`src/rtl/ad7686_reader.sv`:
```
`timescale 1ns/1ps
`default_nettype none
// +--------------------------------------------------------------------------+
// | ad7686_reader                                                            |
// | Paced CNV/SCLK reader for a 16-bit SAR ADC, results on an AXIS master.   |
// | Revision: 1.0                                                            |
// +--------------------------------------------------------------------------+
module ad7686_reader #(
  parameter int DW          = 16,
  parameter int IFREQ       = 96,
  parameter int PERIOD      = 192,
  parameter int CONV_CYCLES = 70,
  parameter int GAP_CYCLES  = 2,
  parameter int SCLK_HALF   = 2
) (
  input  logic          clk,
  input  logic          rst_n,
  input  logic          en,
  output logic          cnv,
  output logic          sclk,
  input  logic          sdo,
  output logic          m_axis_tvalid,
  input  logic          m_axis_tready,
  output logic [DW-1:0] m_axis_tdata,
  output logic          busy,
  output logic          ovr
);

  localparam int c_PW  = $clog2(PERIOD);
  localparam int c_CW  = $clog2((CONV_CYCLES > GAP_CYCLES ? CONV_CYCLES : GAP_CYCLES) + 1);
  localparam int c_HW  = $clog2(2 * SCLK_HALF);
  localparam int c_BW  = $clog2(DW);
  localparam int c_LAT = 1 + CONV_CYCLES + GAP_CYCLES + 2 * SCLK_HALF * DW;

  localparam logic [c_PW-1:0] c_PCNT_LAST = c_PW'(PERIOD - 1);
  localparam logic [c_CW-1:0] c_CONV_LAST = c_CW'(CONV_CYCLES - 1);
  localparam logic [c_CW-1:0] c_GAP_LAST  = c_CW'(GAP_CYCLES - 1);
  localparam logic [c_HW-1:0] c_PH_LAST   = c_HW'(2 * SCLK_HALF - 1);
  localparam logic [c_HW-1:0] c_PH_HIGH   = c_HW'(SCLK_HALF);
  localparam logic [c_BW-1:0] c_BIT_LAST  = c_BW'(DW - 1);

  localparam logic [2:0] c_S_IDLE  = 3'd0;
  localparam logic [2:0] c_S_CONV  = 3'd1;
  localparam logic [2:0] c_S_GAP   = 3'd2;
  localparam logic [2:0] c_S_SHIFT = 3'd3;
  localparam logic [2:0] c_S_DONE  = 3'd4;

  // A tick must always find the FSM idle, otherwise samples would be silently lost.
  if (c_LAT + 1 > PERIOD || GAP_CYCLES < 1 || IFREQ < 1) begin : g_timing_check
    $error("ad7686_reader: latency %0d does not fit sample period %0d", c_LAT, PERIOD);
  end

  logic [2:0]      r_state;
  logic [c_PW-1:0] r_pcnt;
  logic [c_CW-1:0] r_cnt;
  logic [c_HW-1:0] r_ph;
  logic [c_BW-1:0] r_bit;
  logic [DW-1:0]   r_shift;
  logic [DW-1:0]   r_tdata;
  logic            r_cnv, r_sclk, r_tvalid, r_busy, r_ovr;

  logic [2:0]      w_state_nxt;
  logic [c_CW-1:0] w_cnt_nxt;
  logic [c_HW-1:0] w_ph_nxt;
  logic [c_BW-1:0] w_bit_nxt;
  logic            w_cnv_nxt, w_sclk_nxt, w_busy_nxt, w_ovr_nxt, w_sample, w_load;

  wire w_tick    = en && (r_pcnt == '0);
  wire w_blocked = r_tvalid && !m_axis_tready;
  wire w_ph_end  = (r_ph == c_PH_LAST);

  always_ff @(posedge clk or negedge rst_n) begin
    if (!rst_n) r_state <= c_S_IDLE;
    else        r_state <= w_state_nxt;
  end

  always_comb begin
    w_state_nxt = r_state;
    case (r_state)
      c_S_IDLE:  if (w_tick && !w_blocked)               w_state_nxt = c_S_CONV;
      c_S_CONV:  if (r_cnt == c_CONV_LAST)                w_state_nxt = c_S_GAP;
      c_S_GAP:   if (r_cnt == c_GAP_LAST)                 w_state_nxt = c_S_SHIFT;
      c_S_SHIFT: if (w_ph_end && (r_bit == c_BIT_LAST))  w_state_nxt = c_S_DONE;
      c_S_DONE:                                           w_state_nxt = c_S_IDLE;
      default:                                            w_state_nxt = c_S_IDLE;
    endcase
  end

  // Outputs are computed from the next state so they register in step with it.
  always_comb begin
    w_cnt_nxt = '0;
    if ((w_state_nxt == r_state) && ((r_state == c_S_CONV) || (r_state == c_S_GAP)))
      w_cnt_nxt = r_cnt + 1'b1;
    w_ph_nxt   = '0;
    w_bit_nxt  = '0;
    if (r_state == c_S_SHIFT) begin
      w_ph_nxt  = w_ph_end ? '0 : r_ph + 1'b1;
      w_bit_nxt = w_ph_end ? r_bit + 1'b1 : r_bit;
    end
    w_cnv_nxt  = (w_state_nxt == c_S_CONV);
    w_sclk_nxt = (w_state_nxt == c_S_SHIFT) && (w_ph_nxt >= c_PH_HIGH);
    w_busy_nxt = (w_state_nxt != c_S_IDLE);
    w_ovr_nxt  = (r_state == c_S_IDLE) && w_tick && w_blocked;
    w_sample   = (r_state == c_S_SHIFT) && w_ph_end;
    w_load     = (r_state == c_S_DONE);
  end

  always_ff @(posedge clk or negedge rst_n) begin
    if (!rst_n) begin
      r_pcnt   <= '0;
      r_cnt    <= '0;
      r_ph     <= '0;
      r_bit    <= '0;
      r_shift  <= '0;
      r_tdata  <= '0;
      r_cnv    <= 1'b0;
      r_sclk   <= 1'b0;
      r_tvalid <= 1'b0;
      r_busy   <= 1'b0;
      r_ovr    <= 1'b0;
    end else begin
      if (!en)                        r_pcnt <= '0;
      else if (r_pcnt == c_PCNT_LAST) r_pcnt <= '0;
      else                            r_pcnt <= r_pcnt + 1'b1;
      r_cnt  <= w_cnt_nxt;
      r_ph   <= w_ph_nxt;
      r_bit  <= w_bit_nxt;
      r_cnv  <= w_cnv_nxt;
      r_sclk <= w_sclk_nxt;
      r_busy <= w_busy_nxt;
      r_ovr  <= w_ovr_nxt;
      // Sampled on the edge that drops SCLK, before the ADC moves to the next bit.
      if (w_sample) r_shift <= {r_shift[DW-2:0], sdo};
      if (w_load) begin
        r_tvalid <= 1'b1;
        r_tdata  <= r_shift;
      end else if (r_tvalid && m_axis_tready) begin
        r_tvalid <= 1'b0;
      end
    end
  end

  assign cnv           = r_cnv;
  assign sclk          = r_sclk;
  assign m_axis_tvalid = r_tvalid;
  assign m_axis_tdata  = r_tdata;
  assign busy          = r_busy;
  assign ovr           = r_ovr;

endmodule
`default_nettype wire

```
`config.mk`:
```
export PLATFORM = sky130hd
export DESIGN_NAME = ad7686_reader
export DESIGN_NICKNAME = d
export VERILOG_FILES = /design/src/rtl/ad7686_reader.sv
export SDC_FILE = /design/constraint.sdc
export NUM_CORES = 1
export LEC_CHECK = 0
export BUFFER_PORTS_ARGS = -buffer_cell sky130_fd_sc_hd__buf_2
export CAP_MARGIN = 10
export CORE_MARGIN = 8
export CORE_UTILIZATION = 43
export DETAILED_ROUTE_END_ITERATION = 8
export PLACE_DENSITY_LB_ADDON = 0.2
export SETUP_SLACK_MARGIN = 0.02
export SLEW_MARGIN = 0
export SYNTH_ARGS = -nofsm -noshare
export SYNTH_HDL_FRONTEND = slang
export SYNTH_SLANG_ARGS = --single-unit
```
`constraint.sdc`:
```
create_clock -name clk -period 1.45 [get_ports clk]
set_input_delay 0.145 -clock clk [delete_from_list [all_inputs] [get_ports clk]]
set_output_delay 0.145 -clock clk [all_outputs]
set_load 0.1 [all_outputs]
```
==> results of run 1 <==
==> state kept, by name, indices dropped and copies added, names as in the netlist <==
signal / cells
r_cnt: 7
r_pcnt: 8
r_shift: 16
sclk: 1
ovr: 1
cnv: 1
m_axis_tdata: 16
r_state: 3
m_axis_tvalid: 1
busy: 1
r_ph: 2
r_bit: 4
==> Yosys cell counts (all sizes together) (2+ instances only) <==
cell	instances	area share
a21oi	2	0.0038
and2	3	0.0072
and3	5	0.012
and4b	2	0.0076
buf	6	0.022
dfrtp	61	0.58
ha	6	0.029
inv	5	0.0072
mux2	32	0.15
mux2i	2	0.0076
nand2	8	0.012
nand2b	2	0.0048
nand3	9	0.017
nand4	2	0.0048
nor2	21	0.030
nor3	3	0.010
nor4b	2	0.012
o21ai	3	0.0057
xnor2	6	0.020
xor2	8	0.027
==> layout make-up <==
cell class                      count  area [µm²]  area share
Sequential cell                    61        1530       0.483
Clock buffer                       10         128      0.0403
Multi-Input combinational cell    124        1030       0.324
Inverter                            5        18.8     0.00592
Clock inverter                      6        63.8      0.0201
Tap cell                           75        93.8      0.0296
Timing Repair Buffer               44         308      0.0971
==> stage by stage <==
stage / instances / cell area [µm²] / total power (W) / util
floorplan: 196 / 2640 / 0.00235 / -
global placement: 308 / 2970 / 0.00259 / 0.501
detailed placement: 308 / 2970 / 0.00260 / 0.501
CTS: 325 / 3170 / 0.00408 / 0.535
global route: 325 / 3170 / 0.00422 / 0.535
finish: 325 / 3170 / 0.00400 / 0.535
==> cell families (layout without fill, tap and decap cells) <==
kind of cell / count (synthesis) / in the layout / synth area share
compound gates: 9 / 9 / 0.0243
xor+xnor: 14 / 14 / 0.0468
fa+ha+maj: 6 / 6 / 0.0286
buf+inv: 11 / 65 / 0.0291
flops: 61 / 61 / 0.582
mux: 34 / 34 / 0.159
simple gates: 61 / 61 / 0.130
==> metal layers <==
| metal | global-route usage | vias to the layer above |
|---|---|---|
| met3 | 0.0432 | 8 |
| met1 | 0.129 | 796 |
| met4 | 0.0594 | 0 |
| li1 | - | 770 |
| met5 | 0 | - |
| met2 | 0.173 | 23 |
==> worst max-delay path by stage <==
stage | from | end | slack, ns | cells past startpoint
after floorplan | r_ph[0] | r_shift[0] | 0.03 | 5
after global placement | r_cnt[1] | r_state[0] | 0.04 | 6
after detailed placement | r_cnt[1] | r_state[0] | 0.008 | 6
after CTS | r_cnt[1] | r_state[0] | -0.04 | 6
after global routing | r_cnt[1] | r_state[0] | -0.11 | 6
final | r_cnt[1] | r_state[1] | -0.01 | 6
==> what timing repair did <==
item / in CTS / in global routing
gates resized for setup: 0 / 0
cloned: 0 / 0
buffers inserted: 0 / 0
hold buffers: 1 / 0
pin swaps: 2 / 1
endpoints found under the hold margin: 61 / 0
setup endpoints to repair: 2 / 16
==> power by group through the flow <==
stage               registers [W]  clock network, W  logic, W
detailed placement        0.00191                 0  0.000689
global placement          0.00191                 0  0.000683
floorplan                 0.00202                 0  0.000327
CTS                       0.00188           0.00150  0.000699
global route              0.00189           0.00157  0.000755
finish                    0.00188           0.00144  0.000687
==> metrics.yaml, run 1 <==
die_h_um: 94.1
worstReg2RegStart: "r_cnt[1]"
crit_type: "reg2reg"
power.density_nw_per_um2: 1260
post-place-ws_ns: 0.00785
drt-met1-wl_um: 1990
clk_path_buf_depth: 2
syn-mean-instance-area_um2: 13.4
setup_viol: 2
arrival_ns: 1.71
ant_nets: 0
h-tree-depth: 3
p_int_w: 0.00290
finalCritPeriodShare: 1.01
violations: "setup timing"
p_clk_frac: 0.359
synthesis.area_um2: 2620
hold_path.class: "in2reg"
whs_path_depth: 2
p_sw_w: 0.00110
grt_max_degree: 62
finalMaxSlewViolations: 0
cts_root_buf: "clkbuf_8"
cts_tree: "yes"
clk_pin_slew_ns: 0.07
tightest_slew_ns: 0.491
rsz0062_at_grt: "yes"
ys_seq_area_frac: 0.582
std_cell_rows: 28
crit_path_end_kind: "flip-flop"
cp_data_required_time_ns: 1.70
wl_met3_um: 214
cts_buffers: 9
core_area_um2: 5920
r2r_slack_ns: -0.01
dp_hpwl_um: 3050
track_usage: 0.111
maxUsedRoutingLayer: "met4"
pwr-share-seq: 0.469
wl_per_cell_um: 13.5
slowest_delay_ns: 0.38
die_w_um: 94.1
ys.flop_type: "dfrtp_1"
synth-edff-count: 0
grt_pass1_vias: 1664
via_count: 1597
tns_ns: -0.0255
synth_seq_cells: 61
die_area_um2: 8850
drtIter0Drc: 84
dr_wl_met2_um: 2120
mostFrequentLayoutCells: "dfrtp_1 (60), buf_2 (25), mux2_2 (22), nor2_1 (21), buf_4 (15)"
grt_overflow: 0
start_kind: "flip-flop"
status: "finished with violations"
start_util: 0.443
hold_start: "sdo"
syn_nets: 207
critPathMaxFanout: 2
path_cells: "inv_1 > ha_1 > nor4b_4 > nand3_1 > or3_1 > a21oi_1"
peakVddDrop_mv: 0.678
drive_gt1_frac: 0.396
area_growth_pct: 20.8
clock_latency_ns: 0.33
r2r_cells: 6
final_common_cell: "dfrtp_1"
synth-async-reset-ratio: 1.00
path_buf_inv: 1
clock_skew_ns: 0.00657
viasPerCell: 4.91
wl_um: 4400
holdWs_ns: 0.0514
yosys_warnings: 0
diodes: 0
cp_slowest_cell: "dfrtp_1"
holdPathEnd: "r_shift[0]"
cts_sinks: 61
cap_violations: 0
leakage_nw: 1.64
crit_family: "simple AND/OR/NAND/NOR gates"
firstDrtPassIters: 4
portBuffers: 25
antenna_found_initial: 0
fillers: 522
nNetsFinal: 256
gp_congestion: 0.762
comb_power_share: 0.172
grt_pass1_wl_um: 7620
hold_viol: 0
syn_inst: 196
drc: 0
setup_ws_ns: -0.0128
io_pins: 26
ys_types: 35
p_sw_frac: 0.275
r2r-end: "r_state[1]"
fin_crit_ns: 1.46
relSlewSlack: 0.675
fmax_ghz: 0.684
(Power assumes the default switching activity.)
==> inputs of run 2 (changes only) <==
--- a/config.mk
+++ b/config.mk
@@ -5,12 +5,12 @@
 export SDC_FILE = /design/constraint.sdc
 export NUM_CORES = 1
 export LEC_CHECK = 0
-export BUFFER_PORTS_ARGS = -buffer_cell sky130_fd_sc_hd__buf_2
 export CAP_MARGIN = 10
 export CORE_MARGIN = 8
 export CORE_UTILIZATION = 43
 export DETAILED_ROUTE_END_ITERATION = 8
-export PLACE_DENSITY_LB_ADDON = 0.2
+export DONT_BUFFER_PORTS = 1
+export PLACE_DENSITY_LB_ADDON = 0.3
 export SETUP_SLACK_MARGIN = 0.02
 export SLEW_MARGIN = 0
 export SYNTH_ARGS = -nofsm -noshare
==> metrics.yaml, run 2 (same netlist as run 1, synthesis figures left out) <==
track_usage: 0.113
worstReg2RegStart: "r_cnt[1]"
ctsHoldBuffers: 3
ant_nets: 0
cts_root_buf: "clkbuf_8"
io_pins: 26
path_cells: "inv_1 > ha_1 > nor4b_4 > nand3_1 > a32o_2 > a31o_1"
nNetsFinal: 256
arrival_ns: 1.67
fillers: 483
worstSetupStartpoint: "r_cnt[1]"
clock_skew_ns: 0.00859
dp_hpwl_um: 3050
antenna_found_initial: 0
r2r_cells: 6
viasPerCell: 4.94
final_common_cell: "dfrtp_1"
critPathMaxFanout: 2
cts_buffers: 9
clk_pin_slew_ns: 0.06
drive_gt1_frac: 0.438
setup_viol: 1
core_area_um2: 5920
clk_path_buf_depth: 2
h-tree-depth: 3
crit_type: "reg2reg"
relSlewSlack: 0.814
grt_pass1_wl_um: 7810
cts_tree: "yes"
fin_crit_ns: 1.45
portBuffers: 0
gp_congestion: 0.790
rsz0062_at_grt: "yes"
slowest_delay_ns: 0.38
diodes: 0
area_growth_pct: 28.0
drc: 0
violations: "hold timing, setup timing"
wl_per_cell_um: 13.9
firstDrtPassIters: 4
cp_slowest_cell: "dfrtp_1"
r2r_slack_ns: -0.0004
tightest_slew_ns: 0.281
via_count: 1601
crit_path_end_kind: "flip-flop"
std_cell_rows: 28
r2r-end: "r_state[0]"
hold_path.class: "in2async"
p_clk_frac: 0.412
status: "finished with violations"
p_int_w: 0.00338
start_util: 0.443
hold_viol: 61
start_kind: "flip-flop"
p_sw_w: 0.00110
postLayoutCellArea_um2: 3360
drtIter0Drc: 48
placed_area_um2: 2990
grt_pass1_vias: 1682
die_area_um2: 8850
wl_um: 4490
setup_ws_ns: -0.000408
peakVddDrop_mv: 0.609
leakage_nw: 1.68
finalCritPeriodShare: 1.00
die_h_um: 94.1
cap_violations: 0
tns_ns: -0.000408
p_total_w: 0.00448
holdWs_ns: -0.492
cts_sinks: 61
p_sw_frac: 0.245
clock_latency_ns: 0.33
comb_power_share: 0.170
finalMaxSlewViolations: 0
die_w_um: 94.1
fmax_ghz: 0.689
grt_overflow: 0
power.density_nw_per_um2: 1340
mostFrequentLayoutCells: "dfrtp_1 (60), buf_4 (38), mux2_2 (18), mux2_4 (14), nor2_1 (13)"
cp_data_required_time_ns: 1.66
grt_max_degree: 62
pwr-share-seq: 0.418
-- run 2: changes by cell type in the layout (fill, tap and decap cells not counted), moves of 4 or more --
cell / previous run / this run
buf_2: 25 / 0
buf_4: 15 / 38
mux2_2: 22 / 18
mux2_4: 10 / 14
nor2_1: 21 / 13
nor2_2: 0 / 6
-- run 2: final cells by class --
class,count,area [µm²],area share
sequential,61,1530,0.456
multi-input combinational,124,1100,0.328
timing repair buffer,44,367,0.109
clock buffer,11,151,0.0451
clock inverter,4,95.1,0.0283
tap,75,93.8,0.0280
inverter,5,18.8,0.00559
-- run 2: what timing repair did --
action	in CTS	in global routing
gates resized for setup	3	19
pin swaps	1	7
endpoints found under the hold margin	66	61
buffers inserted	2	0
endpoints found under the setup margin	8	23
-- run 2: how the worst max path moves through the flow --
stage | end | depth (start not counted)
after CTS | r_state[0] | 6
final | r_state[0] | 6
after floorplan | r_shift[0] | 5
after detailed placement | r_cnt[3] | 5
after global placement | r_cnt[4] | 5
after global routing | r_state[0] | 6
-- run 2: routing by layer --
metal | wire (µm) | GRT usage | up-vias
met1 | 2070 | 0.133 | 796
met4 | 187 | 0.0951 | 0
li1 | - | - | 771
met2 | 2110 | 0.173 | 22
met3 | 119 | 0.0264 | 12
met5 | 0 | 0 | -
-- run 2: power by group through the flow --
stage | combinational, W | clock, W | sequential (W)
final | 0.000761 | 0.00185 | 0.00188
after global routing | 0.000841 | 0.00196 | 0.00189
after CTS | 0.000697 | 0.00190 | 0.00187
after detailed placement | 0.000668 | 0 | 0.00191
after global placement | 0.000654 | 0 | 0.00190
after floorplan | 0.000327 | 0 | 0.00202
-- run 2: metrics by stage --
step | hold WS (ns) | utilization | std cells | setup slack (ns)
2_1_floorplan | -0.151 | - | 196 | 0.0291
3_3_place_gp | -0.149 | 0.505 | 304 | 0.0462
3_5_place_dp | -0.149 | 0.505 | 304 | -0.0274
4_1_cts | -0.521 | 0.556 | 324 | -0.0118
5_1_grt | -0.524 | 0.567 | 324 | -0.0870
6_report | -0.492 | 0.567 | 324 | -0.000408
-- run 2: worst max-delay path: cells and delay by family (launching register included) --
| family | cells | cell delay, ns |
|---|---|---|
| buffers and inverters | 1 | 0.06 |
| DFF | 1 | 0.38 |
| AOI/OAI and AO/OA | 2 | 0.45 |
| and+or+nand+nor | 2 | 0.33 |
| adders and majority gates | 1 | 0.13 |
==> inputs of run 3 (changes only) <==
--- a/config.mk
+++ b/config.mk
@@ -6,6 +6,8 @@
 export NUM_CORES = 1
 export LEC_CHECK = 0
 export CAP_MARGIN = 10
+export CELL_PAD_IN_SITES_DETAIL_PLACEMENT = 0
+export CELL_PAD_IN_SITES_GLOBAL_PLACEMENT = 1
 export CORE_MARGIN = 8
 export CORE_UTILIZATION = 43
 export DETAILED_ROUTE_END_ITERATION = 8
==> metrics.yaml, run 3 (same netlist as run 1, synthesis figures left out) <==
cp_slowest_cell: "dfrtp_1"
firstDrtPassIters: 4
grt_max_degree: 62
drtIter0Drc: 96
area_growth_pct: 24.5
antenna_found_initial: 0
multi_input_area_um2: 1070
leakage_nw: 1.63
violations: "hold timing, setup timing"
ant_nets: 0
clk_pin_slew_ns: 0.07
core_area_um2: 5920
nNetsFinal: 253
die_h_um: 94.1
cts_sinks: 61
crit_path_end_kind: "flip-flop"
slowest_delay_ns: 0.43
start_util: 0.443
drc: 0
setup_ws_ns: -0.0208
status: "finished with violations"
finalCritPeriodShare: 1.01
wl_um: 4730
crit_type: "reg2reg"
cts_root_buf: "clkbuf_8"
arrival_ns: 1.69
track_usage: 0.116
rsz0062_at_grt: "yes"
wl_per_cell_um: 14.7
relSlewSlack: 0.812
seqCellArea_um2: 1530
clock_skew_ns: 0.00606
dp_hpwl_um: 3280
h-tree-depth: 3
std_cell_rows: 28
start_kind: "flip-flop"
finalMaxSlewViolations: 0
cts_tree: "yes"
fin_crit_ns: 1.47
gp_congestion: 0.812
mostFrequentLayoutCells: "dfrtp_1 (59), buf_4 (36), mux2_2 (22), nor2_1 (15), clkbuf_8 (11)"
die_area_um2: 8850
postLayoutCellArea_um2: 3260
cts_buffers: 9
tightest_slew_ns: 0.284
ctsHoldBuffers: 3
crit_family: "flip-flops"
p_total_w: 0.00417
fmax_ghz: 0.680
path_buf_inv: 1
io_pins: 26
diodes: 0
grt_pass1_vias: 1717
drive_gt1_frac: 0.429
cap_violations: 0
hold_viol: 61
path_cells: "inv_1 > ha_1 > and4b_2 > a32o_2 > a31o_1"
placed_area_um2: 2970
via_count: 1609
critPathMaxFanout: 6
setup_viol: 1
holdWs_ns: -0.496
grt_pass1_wl_um: 7940
power.density_nw_per_um2: 1280
die_w_um: 94.1
portBuffers: 0
final_common_cell: "dfrtp_1"
clock_latency_ns: 0.33
clk_path_buf_depth: 2
cp_data_required_time_ns: 1.66
grt_overflow: 0
peakVddDrop_mv: 0.777
fillers: 493
hold_path.class: "in2async"
viasPerCell: 5.00
-- run 3: area by class of cell --
class,count,area share
timing repair buffer,41,0.104
multi-input combinational,124,0.328
inverter,5,0.00575
tap,75,0.0287
clock buffer,11,0.0464
clock inverter,5,0.0180
sequential,61,0.469
-- run 3: metrics by stage --
step	std cells	hold WS (ns)	setup TNS [ns]	setup WS [ns]	util
floorplan	196	-0.151	0	0.0291	-
global placement	301	-0.147	0	0.0138	0.501
detailed placement	301	-0.148	-0.0790	-0.0518	0.501
CTS	322	-0.515	-0.0318	-0.0255	0.544
global route	322	-0.528	-0.339	-0.141	0.551
finish	322	-0.496	-0.0208	-0.0208	0.551
-- run 3: path summary, 6_finish.rpt --
check | start | end | slack, ns | cells after the start
hold reg to reg | r_ph[0] | r_ph[0] | 0.45 | 1
setup reg to reg | r_pcnt[0] | r_state[0] | -0.02 | 5
setup / recovery | r_pcnt[0] | r_state[0] | -0.02 | 5
max in group asynchronous | rst_n | m_axis_tvalid | 1.84 | 0
hold / removal | rst_n | r_cnt[3] | -0.50 | 0
min in group clk | en | r_pcnt[5] | 0.09 | 3
-- run 3: what timing repair did --
item,in CTS,in global routing
resized for setup,1,14
endpoints found under the setup margin,15,24
endpoints found under the hold margin,66,61
pin swaps,1,9
setup buffers,2,0
-- run 3: routing by layer --
metal  vias up  wire (µm)  share of wire  global-route usage
met2        32       2330           0.49               0.185
met3        11        306          0.065              0.0512
met4         0         82          0.017              0.0581
met5         -          0              0                   0
li1        770          -              -                   -
met1       796       2010           0.43               0.130
-- run 3: power breakdown --
group / switching (W) / internal (W) / leakage, nW
clock network: 0.000643 / 0.000886 / 0.102
logic: 0.000405 / 0.000361 / 0.702
registers: 0.0000777 / 0.00180 / 0.825
